**src/rtl/operand_select_buffer_pkg.sv**
```systemverilog
// Shared constants for the ALU source-B operand selector: slot indices of the
// datapath instance, default data width and transfer-counter width.
package operand_select_buffer_pkg;

  localparam int DEFAULT_WIDTH = 32;
  localparam int XFER_W        = 16;

  typedef enum logic [2:0] {
    SLOT_B       = 3'd0,
    SLOT_FOUR    = 3'd1,
    SLOT_SIGNEXT = 3'd2,
    SLOT_ADDR    = 3'd3,
    SLOT_MDR     = 3'd4
  } alu_b_slot_e;

  localparam int DEFAULT_NUM_SRC   = 5;
  localparam int DEFAULT_CONST_IDX = 1;
  localparam int DEFAULT_CONST_VAL = 4;

endpackage

```
**src/rtl/operand_select_buffer_skid_buffer_2.sv**
```systemverilog
// Generic 2-entry valid/ready stage: a main register driving the outputs plus a
// skid register, so in_ready is a flop with no path from out_ready.
module skid_buffer_2
  import operand_select_buffer_pkg::*;
#(
  parameter int P_W = 8
) (
  input  logic           clk,
  input  logic           rst_n,
  input  logic           in_valid,
  output logic           in_ready,
  input  logic [P_W-1:0] in_data,
  output logic           out_valid,
  input  logic           out_ready,
  output logic [P_W-1:0] out_data
);

  logic           main_vld_q, main_vld_d;
  logic           skid_vld_q, skid_vld_d;
  logic [P_W-1:0] main_q, main_d;
  logic [P_W-1:0] skid_q, skid_d;
  logic           in_fire, out_fire;

  assign in_fire  = in_valid && !skid_vld_q;
  assign out_fire = main_vld_q && out_ready;

  always_comb begin
    main_vld_d = main_vld_q;
    skid_vld_d = skid_vld_q;
    main_d     = main_q;
    skid_d     = skid_q;
    if (!main_vld_q || out_fire) begin
      // A full skid blocks the input, so draining it never races a new request.
      if (skid_vld_q) begin
        main_d     = skid_q;
        main_vld_d = 1'b1;
        skid_vld_d = 1'b0;
      end else begin
        main_d     = in_fire ? in_data : main_q;
        main_vld_d = in_fire;
      end
    end else if (in_fire) begin
      skid_d     = in_data;
      skid_vld_d = 1'b1;
    end
  end

  always_ff @(posedge clk or negedge rst_n) begin
    if (!rst_n) begin
      main_vld_q <= 1'b0;
      skid_vld_q <= 1'b0;
      main_q     <= '0;
      skid_q     <= '0;
    end else begin
      main_vld_q <= main_vld_d;
      skid_vld_q <= skid_vld_d;
      main_q     <= main_d;
      skid_q     <= skid_d;
    end
  end

  assign in_ready  = !skid_vld_q;
  assign out_valid = main_vld_q;
  assign out_data  = main_q;

endmodule

```
**src/rtl/operand_select_buffer.sv**
```systemverilog
// Registered ALU source-B operand selector with constant slot and skid-buffered
// output. Define OPSEL_ILLEGAL_CHK_EN to build the sticky out-of-range flag.
module operand_select_buffer
  import operand_select_buffer_pkg::*;
#(
  parameter int WIDTH     = DEFAULT_WIDTH,
  parameter int NUM_SRC   = DEFAULT_NUM_SRC,
  parameter int SEL_W     = 3,
  parameter int CONST_IDX = DEFAULT_CONST_IDX,
  parameter int CONST_VAL = DEFAULT_CONST_VAL
) (
  input  logic                     clk,
  input  logic                     reset,
  input  logic                     in_valid,
  output logic                     in_ready,
  input  logic [SEL_W-1:0]         in_sel,
  input  logic [NUM_SRC*WIDTH-1:0] src_data,
  output logic                     out_valid,
  input  logic                     out_ready,
  output logic [WIDTH-1:0]         out_data,
  output logic [SEL_W-1:0]         out_sel,
  output logic                     err_illegal,
  input  logic                     err_clear,
  output logic [XFER_W-1:0]        xfer_count
);

  localparam int P_W = SEL_W + WIDTH;

  logic [WIDTH-1:0]  sel_data;
  logic [P_W-1:0]    out_payload;
  logic [XFER_W-1:0] xfer_count_q, xfer_count_d;
  logic              unused_const_slot;

  // Out-of-range selects fall through every comparison and leave zero data.
  always_comb begin
    sel_data = '0;
    for (int k = 0; k < NUM_SRC; k++) begin
      if (in_sel == SEL_W'(k)) begin
        sel_data = (k == CONST_IDX) ? WIDTH'(CONST_VAL) : src_data[k*WIDTH +: WIDTH];
      end
    end
  end

  assign unused_const_slot = ^src_data[CONST_IDX*WIDTH +: WIDTH];

  skid_buffer_2 #(.P_W(P_W)) u_skid (
    .clk       (clk),
    .rst_n     (reset),
    .in_valid  (in_valid),
    .in_ready  (in_ready),
    .in_data   ({in_sel, sel_data}),
    .out_valid (out_valid),
    .out_ready (out_ready),
    .out_data  (out_payload)
  );

  assign {out_sel, out_data} = out_payload;

  always_comb begin
    xfer_count_d = xfer_count_q + XFER_W'(out_valid && out_ready);
  end

  always_ff @(posedge clk or negedge reset) begin
    if (!reset) xfer_count_q <= '0;
    else        xfer_count_q <= xfer_count_d;
  end

  assign xfer_count = xfer_count_q;

`ifdef OPSEL_ILLEGAL_CHK_EN
  logic err_q, err_d;
  logic illegal_fire;

  assign illegal_fire = in_valid && in_ready && (int'(in_sel) >= NUM_SRC);

  // A new illegal accept outranks a clear in the same cycle.
  always_comb begin
    err_d = err_q;
    if (illegal_fire)   err_d = 1'b1;
    else if (err_clear) err_d = 1'b0;
  end

  always_ff @(posedge clk or negedge reset) begin
    if (!reset) err_q <= 1'b0;
    else        err_q <= err_d;
  end

  assign err_illegal = err_q;
`else
  logic unused_err_clear;
  assign unused_err_clear = err_clear;
  assign err_illegal      = 1'b0;
`endif

endmodule

```
**config.mk**
```make
export PLATFORM = sky130hd
export DESIGN_NAME = operand_select_buffer
export DESIGN_NICKNAME = d
export VERILOG_FILES = /design/src/rtl/operand_select_buffer_pkg.sv /design/src/rtl/operand_select_buffer_skid_buffer_2.sv /design/src/rtl/operand_select_buffer.sv
export SDC_FILE = /design/constraint.sdc
export NUM_CORES = 1
export LEC_CHECK = 0
export CAP_MARGIN = 5
export CORE_UTILIZATION = 38
export CTS_BUF_LIST = sky130_fd_sc_hd__clkbuf_8 sky130_fd_sc_hd__clkbuf_16
export CTS_CLUSTER_SIZE = 40
export DETAILED_ROUTE_END_ITERATION = 6
export GPL_ROUTABILITY_DRIVEN = 0
export PLACE_DENSITY_LB_ADDON = 0.1
export SLEW_MARGIN = 10
export SYNTH_ARGS = -nofsm -noshare
export SYNTH_HDL_FRONTEND = slang
export SYNTH_SLANG_ARGS = --single-unit
```
**constraint.sdc**
```tcl
create_clock -name clk -period 1.7 [get_ports clk]
set_clock_uncertainty 0.15 [all_clocks]
set_input_delay 0.34 -clock clk [delete_from_list [all_inputs] [get_ports clk]]
set_output_delay 0.34 -clock clk [all_outputs]
set_load 0.05 [all_outputs]
```
# Word level (Yosys, flattened, before mapping)

Cells that the tools add are included.

Input bits: 168
Logic and storage cells: 31
Register bits after elaboration: 88
Output and inout bits: 54

Bitwise gates (word level): 1
Equality and inequality tests: 4
Multiplexer cells: 10
Add/subtract/negate cells: 1
Reduce and logical (&&, ||, !) cells: 10

Operators with widths:

| cell                                           | count |
|---|---|
| 2-to-1 mux 32 bit                              | 5 |
| 2-to-1 mux 35 bit                              | 2 |
| adder 16 x 1 -> 16 bit                         | 1 |
| == test 3 x 2 -> 1 bit (second input constant) | 2 |
| AND reduction 2 bit                            | 2 |
| nonzero test 2 bit                             | 2 |
| == test 3 x 1 -> 1 bit (second input constant) | 1 |
| == test 3 bit (second input constant)          | 1 |
| zero test 3 bit                                | 1 |
| 2-to-1 mux 1 bit                               | 3 |
| logical AND 1 bit                              | 2 |
| zero test 1 bit                                | 2 |
| logical OR 1 bit                               | 1 |
| inverter 1 bit                                 | 1 |

# Longest topological paths before layout

Gate-level depths: netlist (run 1).

Depth after elaboration: 8
Depth in mapped cells: 7
Gate-level depth less buffers: 7

# Cells and area by module

From an unflattened synthesis (run 1), not the netlist that was laid out.

Cells, all modules: 370
Area total of the unflattened synthesis: 4810.9 µm²

Modules (own cells, without submodules):

| module                | times used | area an instance (µm²) | cells each | seq. area each (µm²) |
|---|---|---|---|---|
| skid_buffer_2         | 1          | 3123.0                 | 195        | 1801.7 |
| operand_select_buffer | 1          | 1687.9                 | 175        | 400.4 |

# Worst setup path after synthesis (run 1)

No wires, ideal clock.

Path kind: register to register
Start point: reg u_skid.main_vld_q, in the netlist u_skid.out_valid
End point: reg xfer_count_q[12], in the netlist xfer_count[12]
Library setup time: 0.141 ns
Period minus slack after synthesis: 2.126 ns
Stages on the path, launching flop included: 8
Data arrival time: 1.835 ns
Data required time: 1.409 ns
Path buffers: 0
Slack: -0.426 ns
Path through: dfrtp_1 and2_1 ha_1 ha_1 nand3_1 nor3_1 nand4_1 xnor2_1

Cells in the longest elaborated chain, start to end: 2

RTL lines:

| what                     | RTL line                                  | source |
|---|---|---|
| start: declaration       | operand_select_buffer_skid_buffer_2.sv:18 | `logic main_vld_q, main_vld_d;` |
| start signal: assignment | operand_select_buffer_skid_buffer_2.sv:55 | `main_vld_q <= main_vld_d;` |
| logical AND 1 bit        | operand_select_buffer.sv:60               | `xfer_count_d = xfer_count_q + XFER_W'(out_valid && out_ready);` |
| adder 16 x 1 -> 16 bit   | operand_select_buffer.sv:60               |  |
| via xfer_count_d[12]     | operand_select_buffer.sv:31               | `logic [XFER_W-1:0] xfer_count_q, xfer_count_d;` |
| end signal: assignment   | operand_select_buffer.sv:65               | `else xfer_count_q <= xfer_count_d;` |
| end: declaration         | operand_select_buffer.sv:31               |  |

The timed path passes the listed nets, and every way through them passes these cells.
A chain may end at the register's enable or synchronous reset.

# Final worst setup path (run 1)

Start point: reg u_skid.skid_vld_q
End point: reg u_skid.skid_q[31]

Cells in the longest elaborated chain, start to end: 3

RTL lines:

| what                                 | RTL line                                  | source |
|---|---|---|
| start: declaration                   | operand_select_buffer_skid_buffer_2.sv:19 | `logic skid_vld_q, skid_vld_d;` |
| start signal: assignment             | operand_select_buffer_skid_buffer_2.sv:56 | `skid_vld_q <= skid_vld_d;` |
| zero test 1 bit                      | operand_select_buffer_skid_buffer_2.sv:24 | `assign in_fire = in_valid && !skid_vld_q;` |
| logical AND 1 bit                    | operand_select_buffer_skid_buffer_2.sv:24 |  |
| AND reduction 2 bit (no source line) | n/a                                       |  |
| end signal: assignment               | operand_select_buffer_skid_buffer_2.sv:58 | `skid_q <= skid_d;` |
| end: declaration                     | operand_select_buffer_skid_buffer_2.sv:21 | `logic [P_W-1:0] skid_q, skid_d;` |

Every way passes these cells.

==> impl_metrics.sql, run 1 <==
INSERT INTO impl_metrics (metric_group, metric, value, unit) VALUES
('floorplanning', 'fp.coreArea', '12200', 'sq um'),
('synthesis', 'yosys_warnings', '0', ''),
('final_layout', 'layout_cells_sized_above_1', '27.8', '%'),
('detailed_routing', 'wire_per_inst', '16.8', 'um'),
('power_and_ir_drop', 'power_frac_comb', '42.0', '%'),
('timing', 'hold_ws', '0.258', 'ns'),
('grt', 'grtUsageTotal', '21.3', '%'),
('worst_setup_path', 'worst-r2r-setup-slack', '0.06', 'ns'),
('placement', 'hpwlAfterDp', '9990', 'um'),
('synthesis', 'synthesis.instances', '435', ''),
('synthesis', 'mappedNetlistArea', '4860', 'sq um'),
('cts', 'ctsHtreeMaxLevel', '3', ''),
('power_and_ir_drop', 'clock_power_share', '24.1', '%'),
('final_layout', 'most_common_library_cell_in_the_layout_ignoring_fill_and_taps', 'sky130_fd_sc_hd__clkdlybuf4s50_1', ''),
('synthesis', 'postSynthAreaPerCell', '11.2', 'sq um'),
('placement', 'buffer_ports.inserted', '187', ''),
('timing', 'achievable-frequency', '611', 'MHz'),
('timing', 'grt_setup_unrepaired', 'yes', ''),
('run', 'max_cap_violations', '0', ''),
('final_layout', 'antenna_cells', '0', ''),
('timing', 'final-setup-viol-count', '0', ''),
('timing', 'layout_min_cycle_time', '1.64', 'ns'),
('synthesis', 'synth_enable_flop_cells', '0', ''),
('synthesis', 'ys_dominant_reg_cell', 'sky130_fd_sc_hd__dfrtp_1', ''),
('cts', 'insertion_delay', '0.33', 'ns'),
('floorplanning', 'floorplan.initialDensity', '39.8', '%'),
('cts', 'clock_sink_count', '88', ''),
('timing', 'fin_crit_sh', '96.3', '%'),
('grt', 'grt_remaining_overflow', '0', ''),
('detailed_routing', 'avgViaCountPerCell', '5.17', ''),
('power_and_ir_drop', 'irDropWorstVdd', '0.000503', 'V'),
('hold_path', 'hold_class', 'primary input to flip-flop', ''),
('status', 'run_status', 'finished, final reports clean', ''),
('cts', 'cts_buffers', '9', ''),
('synthesis', 'ys_seq_area_share', '45.3', '%'),
('synthesis', 'synth-seq-cells', '88', ''),
('timing', 'report.final.slew_viol_count', '0', ''),
('final_layout', 'layout.filler_cells', '990', ''),
('grt', 'grt_pass1_vias', '4280', ''),
('worst_setup_path', 'crit_chain', 'nor3b_4 -> buf_6 -> buf_16 -> mux2_2', ''),
('power_and_ir_drop', 'p_leak', '3.55', 'nW'),
('synthesis', 'synth_fp_nets', '605', ''),
('floorplanning', 'die-width', '115', 'um'),
('detailed_routing', 'number_of_nets_with_antenna_violations_after_routing', '0', ''),
('timing', 'setup_total_negative_slack', '0', 'ns'),
('placement', 'dpl-instance-area', '7730', 'sq um'),
('cts', 'clock_tree.buffer_depth', '2', ''),
('floorplanning', 'floorplan.die.height', '115', 'um'),
('power_and_ir_drop', 'power.share.sequential', '33.9', '%'),
('detailed_routing', 'detail_route.drc_violations', '0', ''),
('floorplanning', 'die_area', '13200', 'sq um'),
('synthesis', 'ys_async_sr_fraction', '100', '%'),
('grt', 'grt_max_degree', '89', ''),
('worst_setup_path', 'start_kind', 'flip-flop', ''),
('detailed_routing', 'vias', '4203', ''),
('synthesis', 'yosysUniqueCellTypes', '34', ''),
('worst_setup_path', 'startpoint_to_endpoint_class_of_the_critical_path', 'flip-flop to flip-flop', ''),
('detailed_routing', 'drt_pass1_iterations', '6', ''),
('floorplanning', 'top_level_ports', '222', ''),
('detailed_routing', 'first_iter_violations', '186', ''),
('power_and_ir_drop', 'internal_power', '5.69', 'mW'),
('cts', 'cts.root.buffer_cell', 'sky130_fd_sc_hd__clkbuf_16', ''),
('final_layout', 'p_r_area_growth_vs_syn', '69.3', '%'),
('cts', 'tritoncts', 'built', ''),
('cts', 'cts.reportedPaths.clkPinSlew', '0.06', 'ns'),
('worst_setup_path', 'crit_arrival', '1.70', 'ns'),
('power_and_ir_drop', 'power_density', '1060', 'nW/um^2'),
('floorplanning', 'floorplan.rows', '40', ''),
('grt', 'grt_antenna_before_repair', '0', ''),
('worst_setup_path', 'timing.critical_path.fanout_max', '5', ''),
('worst_setup_path', 'required', '1.76', 'ns');
timing repair:
action                                  in CTS  in global routing
endpoints found under the setup margin      41                 49
setup buffers                                2                  3
hold endpoints to repair                    88                  0
cloned                                       3                  0
pin swaps                                    2                  4
hold buffers                                 1                  0
resized for setup                            9                 10
final cells by class:
cell class	instances	area, sq um	area share, %
well taps	168	210	2.56
flip-flops and latches	88	2210	26.9
clock buffers	9	225	2.74
inverters	2	7.51	0.0913
clock inverters	7	87.6	1.07
multi-input cells	305	2520	30.7
repair buffers	234	2960	36.0
metal layers:
| layer | routed length (um) | GRT usage, % | vias to the layer above |
|---|---|---|---|
| li1 | - | - | 2030 |
| met1 | 5610 | 25.3 | 2014 |
| met2 | 6920 | 37.5 | 144 |
| met3 | 951 | 5.38 | 15 |
| met4 | 204 | 7.19 | 0 |
| met5 | 0 | 0 | - |
registers in the layout, indices dropped and copies added (netlist names):
name	cells
u_skid.out_data	35
u_skid.skid_vld_q	1
u_skid.out_valid	1
xfer_count	16
u_skid.skid_q	35
worst paths after layout:
check	from	to	cells after the start
min in group asynchronous	reset	xfer_count[11]	3
setup / recovery	u_skid.skid_vld_q	u_skid.skid_q[31]	4
max in group asynchronous	reset	xfer_count[4]	3
hold reg to reg	u_skid.skid_q[9]	u_skid.skid_q[9]	1
hold / removal	in_valid	u_skid.out_valid	4
setup reg to reg	u_skid.skid_vld_q	u_skid.skid_q[31]	4
cells in the mapped netlist, drive strengths merged (3+ instances only):
| cell type | number | area, sq um |
|---|---|---|
| buf | 29 | 195 |
| nand2 | 43 | 161 |
| dfrtp | 88 | 2200 |
| nand4 | 3 | 18.8 |
| o22ai | 12 | 150 |
| xnor2 | 12 | 105 |
| o21a | 20 | 150 |
| mux2 | 15 | 169 |
| clkbuf | 11 | 41.3 |
| o21ai | 54 | 270 |
| o221ai | 39 | 404 |
| nand3 | 6 | 30.0 |
| mux2i | 78 | 781 |
| nor2 | 6 | 22.5 |
critical path: cells and delay by family (launching register included):
kind	cells	cell delay (ns)
flip-flops	1	0.45
multiplexers	1	0.32
AND/OR/NAND/NOR	1	0.32
buffers and inverters	2	0.28
kinds of logic after synthesis:
| kind of cell | count (synthesis) | synth area share (%) |
|---|---|---|
| buffers and inverters | 42 | 5.02 |
| other | 1 | 0.0772 |
| AND/OR/NAND/NOR | 67 | 6.31 |
| XOR/XNOR | 14 | 2.53 |
| AO/OA/AOI/OAI | 128 | 20.6 |
| multiplexers | 93 | 19.6 |
| adder cells (fa/ha/maj) | 2 | 0.515 |
| flip-flops | 88 | 45.3 |
metrics by stage:
| stage | power, mW | setup slack [ns] | utilization, % | instances |
|---|---|---|---|---|
| 5_1_grt | 9.08 | -0.0138 | 67.3 | 813 |
| 4_1_cts | 8.74 | 0.00862 | 67.0 | 811 |
| 3_5_place_dp | 6.58 | -0.447 | 63.3 | 789 |
| 6_report | 8.70 | 0.0625 | 67.3 | 813 |
| 3_3_place_gp | 6.48 | -0.397 | 63.3 | 789 |
| 2_1_floorplan | 4.62 | -0.185 | - | 435 |
power by group through the flow:
stage | Combinational, mW | Clock, mW | Sequential [mW]
after global routing | 3.84 | 2.23 | 3.01
after CTS | 3.67 | 2.14 | 2.94
after global placement | 3.54 | 0 | 2.95
after detailed placement | 3.61 | 0 | 2.97
after floorplan | 0.918 | 0 | 3.70
final | 3.65 | 2.10 | 2.95
Note: power is estimated with default switching activity, not from simulation.
==> inputs of run 2 (changes only) <==
- CAP_MARGIN: 5 -> not set
==> results of run 2 <==
Same layout as run 1: the final DEF is identical, and so are final timing and power.
==> inputs of run 3 (changes only) <==
--- a/constraint.sdc
+++ b/constraint.sdc
@@ -4,2 +4,2 @@
 set_output_delay 0.34 -clock clk [all_outputs]
-set_load 0.05 [all_outputs]
+set_load 0.02 [all_outputs]
==> run 3 against run 2 <==
Effect of this change: sequential power decreased by 4%; clock-buffer cell count rose by 4; routed wire length decreased by 3.9%; worst setup slack worse by 0.041 ns; via count down 1.2%; die area did not move; hold slack improved by 0.041 ns; first-iteration DRC count is 27% lower; combinational power decreased by 38%; total power shrank 18%; fmax down 2.4%.
==> impl_metrics.sql, run 3 (synthesis results as in run 1) <==
INSERT INTO impl_metrics (metric_group, metric, value, unit) VALUES
('cts', 'ctsHtreeMaxLevel', '3', ''),
('placement', 'dpl-instance-area', '7170', 'sq um'),
('timing', 'setup_total_negative_slack', '0', 'ns'),
('hold_path', 'hold_class', 'primary input to async pin', ''),
('floorplanning', 'die_area', '13200', 'sq um'),
('final_layout', 'layout.filler_cells', '1066', ''),
('power_and_ir_drop', 'power_density', '936', 'nW/um^2'),
('floorplanning', 'die-width', '115', 'um'),
('worst_setup_path', 'required', '1.77', 'ns'),
('power_and_ir_drop', 'switching_share', '30.5', '%'),
('power_and_ir_drop', 'power_frac_comb', '31.7', '%'),
('timing', 'final-setup-viol-count', '0', ''),
('grt', 'grt_remaining_overflow', '0', ''),
('final_layout', 'sequential_standard_cell_area', '2200', 'sq um'),
('timing', 'achievable-frequency', '596', 'MHz'),
('cts', 'cts_buffers', '9', ''),
('detailed_routing', 'wire_per_inst', '16.3', 'um'),
('power_and_ir_drop', 'power', '7.16', 'mW'),
('floorplanning', 'floorplan.initialDensity', '39.8', '%'),
('power_and_ir_drop', 'irDropWorstVdd', '0.000422', 'V'),
('grt', 'first_pass_grt_wire_length', '20500', 'um'),
('cts', 'tritoncts', 'built', ''),
('placement', 'buffer_ports.inserted', '187', ''),
('grt', 'grt_max_degree', '53', ''),
('final_layout', 'layout.cells.most_common_list', 'sky130_fd_sc_hd__clkdlybuf4s50_1, sky130_fd_sc_hd__dfrtp_1, sky130_fd_sc_hd__mux2i_1', ''),
('power_and_ir_drop', 'internal_power', '4.97', 'mW'),
('final_layout', 'antenna_cells', '0', ''),
('floorplanning', 'top_level_ports', '222', ''),
('timing', 'report.final.slew_viol_count', '0', ''),
('final_layout', 'stdcell_area', '7650', 'sq um'),
('worst_setup_path', 'timing.critical_path.fanout_max', '9', ''),
('power_and_ir_drop', 'p_leak', '3.43', 'nW'),
('worst_setup_path', 'critPathSlowestCell', 'sky130_fd_sc_hd__dfrtp_2', ''),
('grt', 'grt_antenna_before_repair', '0', ''),
('detailed_routing', 'drt_pass1_iterations', '4', ''),
('worst_setup_path', 'timing.critical_path.slowest_cell_delay', '0.39', 'ns'),
('grt', 'grt_pass1_vias', '4233', ''),
('detailed_routing', 'detail_route.drc_violations', '0', ''),
('timing', 'layout_min_cycle_time', '1.68', 'ns'),
('final_layout', 'area_occupied_by_multi_input_gates', '2520', 'sq um'),
('worst_setup_path', 'worst_setup_path_end_kind', 'flip-flop', ''),
('detailed_routing', 'drt-total-wl', '13100', 'um'),
('floorplanning', 'floorplan.die.height', '115', 'um'),
('placement', 'hpwlAfterDp', '9800', 'um'),
('worst_setup_path', 'worst-r2r-setup-slack', '0.02', 'ns'),
('status', 'run_status', 'finished, final reports clean', ''),
('worst_setup_path', 'crit_chain', 'nand2b_4 -> nor3b_4 -> bufbuf_16 -> mux2_2', ''),
('worst_setup_path', 'start_kind', 'flip-flop', ''),
('timing', 'timing.final.ws_setup', '0.0219', 'ns'),
('grt', 'grtUsageTotal', '20.1', '%'),
('worst_setup_path', 'crit_arrival', '1.75', 'ns'),
('floorplanning', 'fp.coreArea', '12200', 'sq um'),
('cts', 'insertion_delay', '0.33', 'ns'),
('cts', 'clock_tree.buffer_depth', '2', ''),
('power_and_ir_drop', 'power.switching', '2.19', 'mW'),
('final_layout', 'most_common_library_cell_in_the_layout_ignoring_fill_and_taps', 'sky130_fd_sc_hd__clkdlybuf4s50_1', ''),
('timing', 'fin_crit_sh', '98.7', '%'),
('detailed_routing', 'first_iter_violations', '135', ''),
('placement', 'pre_cts_ws', '-0.439', 'ns'),
('detailed_routing', 'number_of_nets_with_antenna_violations_after_routing', '0', ''),
('power_and_ir_drop', 'power.share.sequential', '39.5', '%'),
('floorplanning', 'floorplan.rows', '40', ''),
('timing', 'grt_setup_unrepaired', 'yes', ''),
('worst_setup_path', 'startpoint_to_endpoint_class_of_the_critical_path', 'flip-flop to flip-flop', ''),
('final_layout', 'design.final.nets', '803', ''),
('detailed_routing', 'vias', '4154', ''),
('cts', 'cts.reportedPaths.clkPinSlew', '0.06', 'ns'),
('timing', 'hold_violations', '0', ''),
('final_layout', 'layout_cells_sized_above_1', '17.4', '%'),
('detailed_routing', 'avgViaCountPerCell', '5.15', ''),
('cts', 'cts.root.buffer_cell', 'sky130_fd_sc_hd__clkbuf_16', ''),
('power_and_ir_drop', 'clock_power_share', '28.8', '%'),
('run', 'max_cap_violations', '0', ''),
('cts', 'clock_sink_count', '88', ''),
('final_layout', 'p_r_area_growth_vs_syn', '57.5', '%');
-- run 3: final cells by class --
class,instances,area share [%]
clock buffers,13,3.66
clock inverters,3,0.507
inverters,2,0.0982
multi-input cells,305,33.0
flip-flops and latches,88,28.8
well taps,168,2.75
repair buffers,227,31.2
-- run 3: worst paths after layout --
kind | startpoint | to | cells past startpoint
worst max-delay path | u_skid.out_valid | u_skid.skid_q[31] | 4
worst min-delay path | reset | xfer_count[8] | 2
worst max register to register | u_skid.out_valid | u_skid.skid_q[31] | 4
worst min register to register | xfer_count[15] | xfer_count[15] | 1
max in group asynchronous | reset | u_skid.skid_vld_q | 3
min in group clk | xfer_count[15] | xfer_count[15] | 1
-- run 3: critical path, delay by kind of cell, from the launching register on --
family	cells	cell delay, ns
flip-flops	1	0.39
AND/OR/NAND/NOR	2	0.36
buffers and inverters	1	0.33
multiplexers	1	0.33
-- run 3: metal layers --
layer / track usage (%) / routed length (um)
met1: 24.1 / 5490
met2: 35.7 / 6550
met3: 5.90 / 1010
met4: 4.50 / 104
met5: 0 / 0
-- run 3: repair_timing --
item,4_1_cts,5_1_grt
hold endpoints to repair,20,0
setup buffers,1,0
setup endpoints to repair,83,35
pin swaps,5,0
gates resized for setup,63,8
cloned,4,1
hold buffers,1,0
-- run 3: metrics by stage --
step                      cells  hold WS (ns)  util, %
after detailed placement    783         0.105     58.7
after global routing        806         0.327     62.6
after global placement      783         0.104     58.7
final                       806         0.299     62.6
after floorplan             435        -0.106        -
after CTS                   805         0.304     62.1
-- run 3: power by group through the flow --
stage | combinational (mW) | sequential [mW] | clock (mW)
finish | 2.27 | 2.83 | 2.06
global route | 2.46 | 2.89 | 2.19
CTS | 2.28 | 2.83 | 2.09
detailed placement | 2.39 | 2.86 | 0
global placement | 2.35 | 2.84 | 0
floorplan | 0.908 | 3.12 | 0
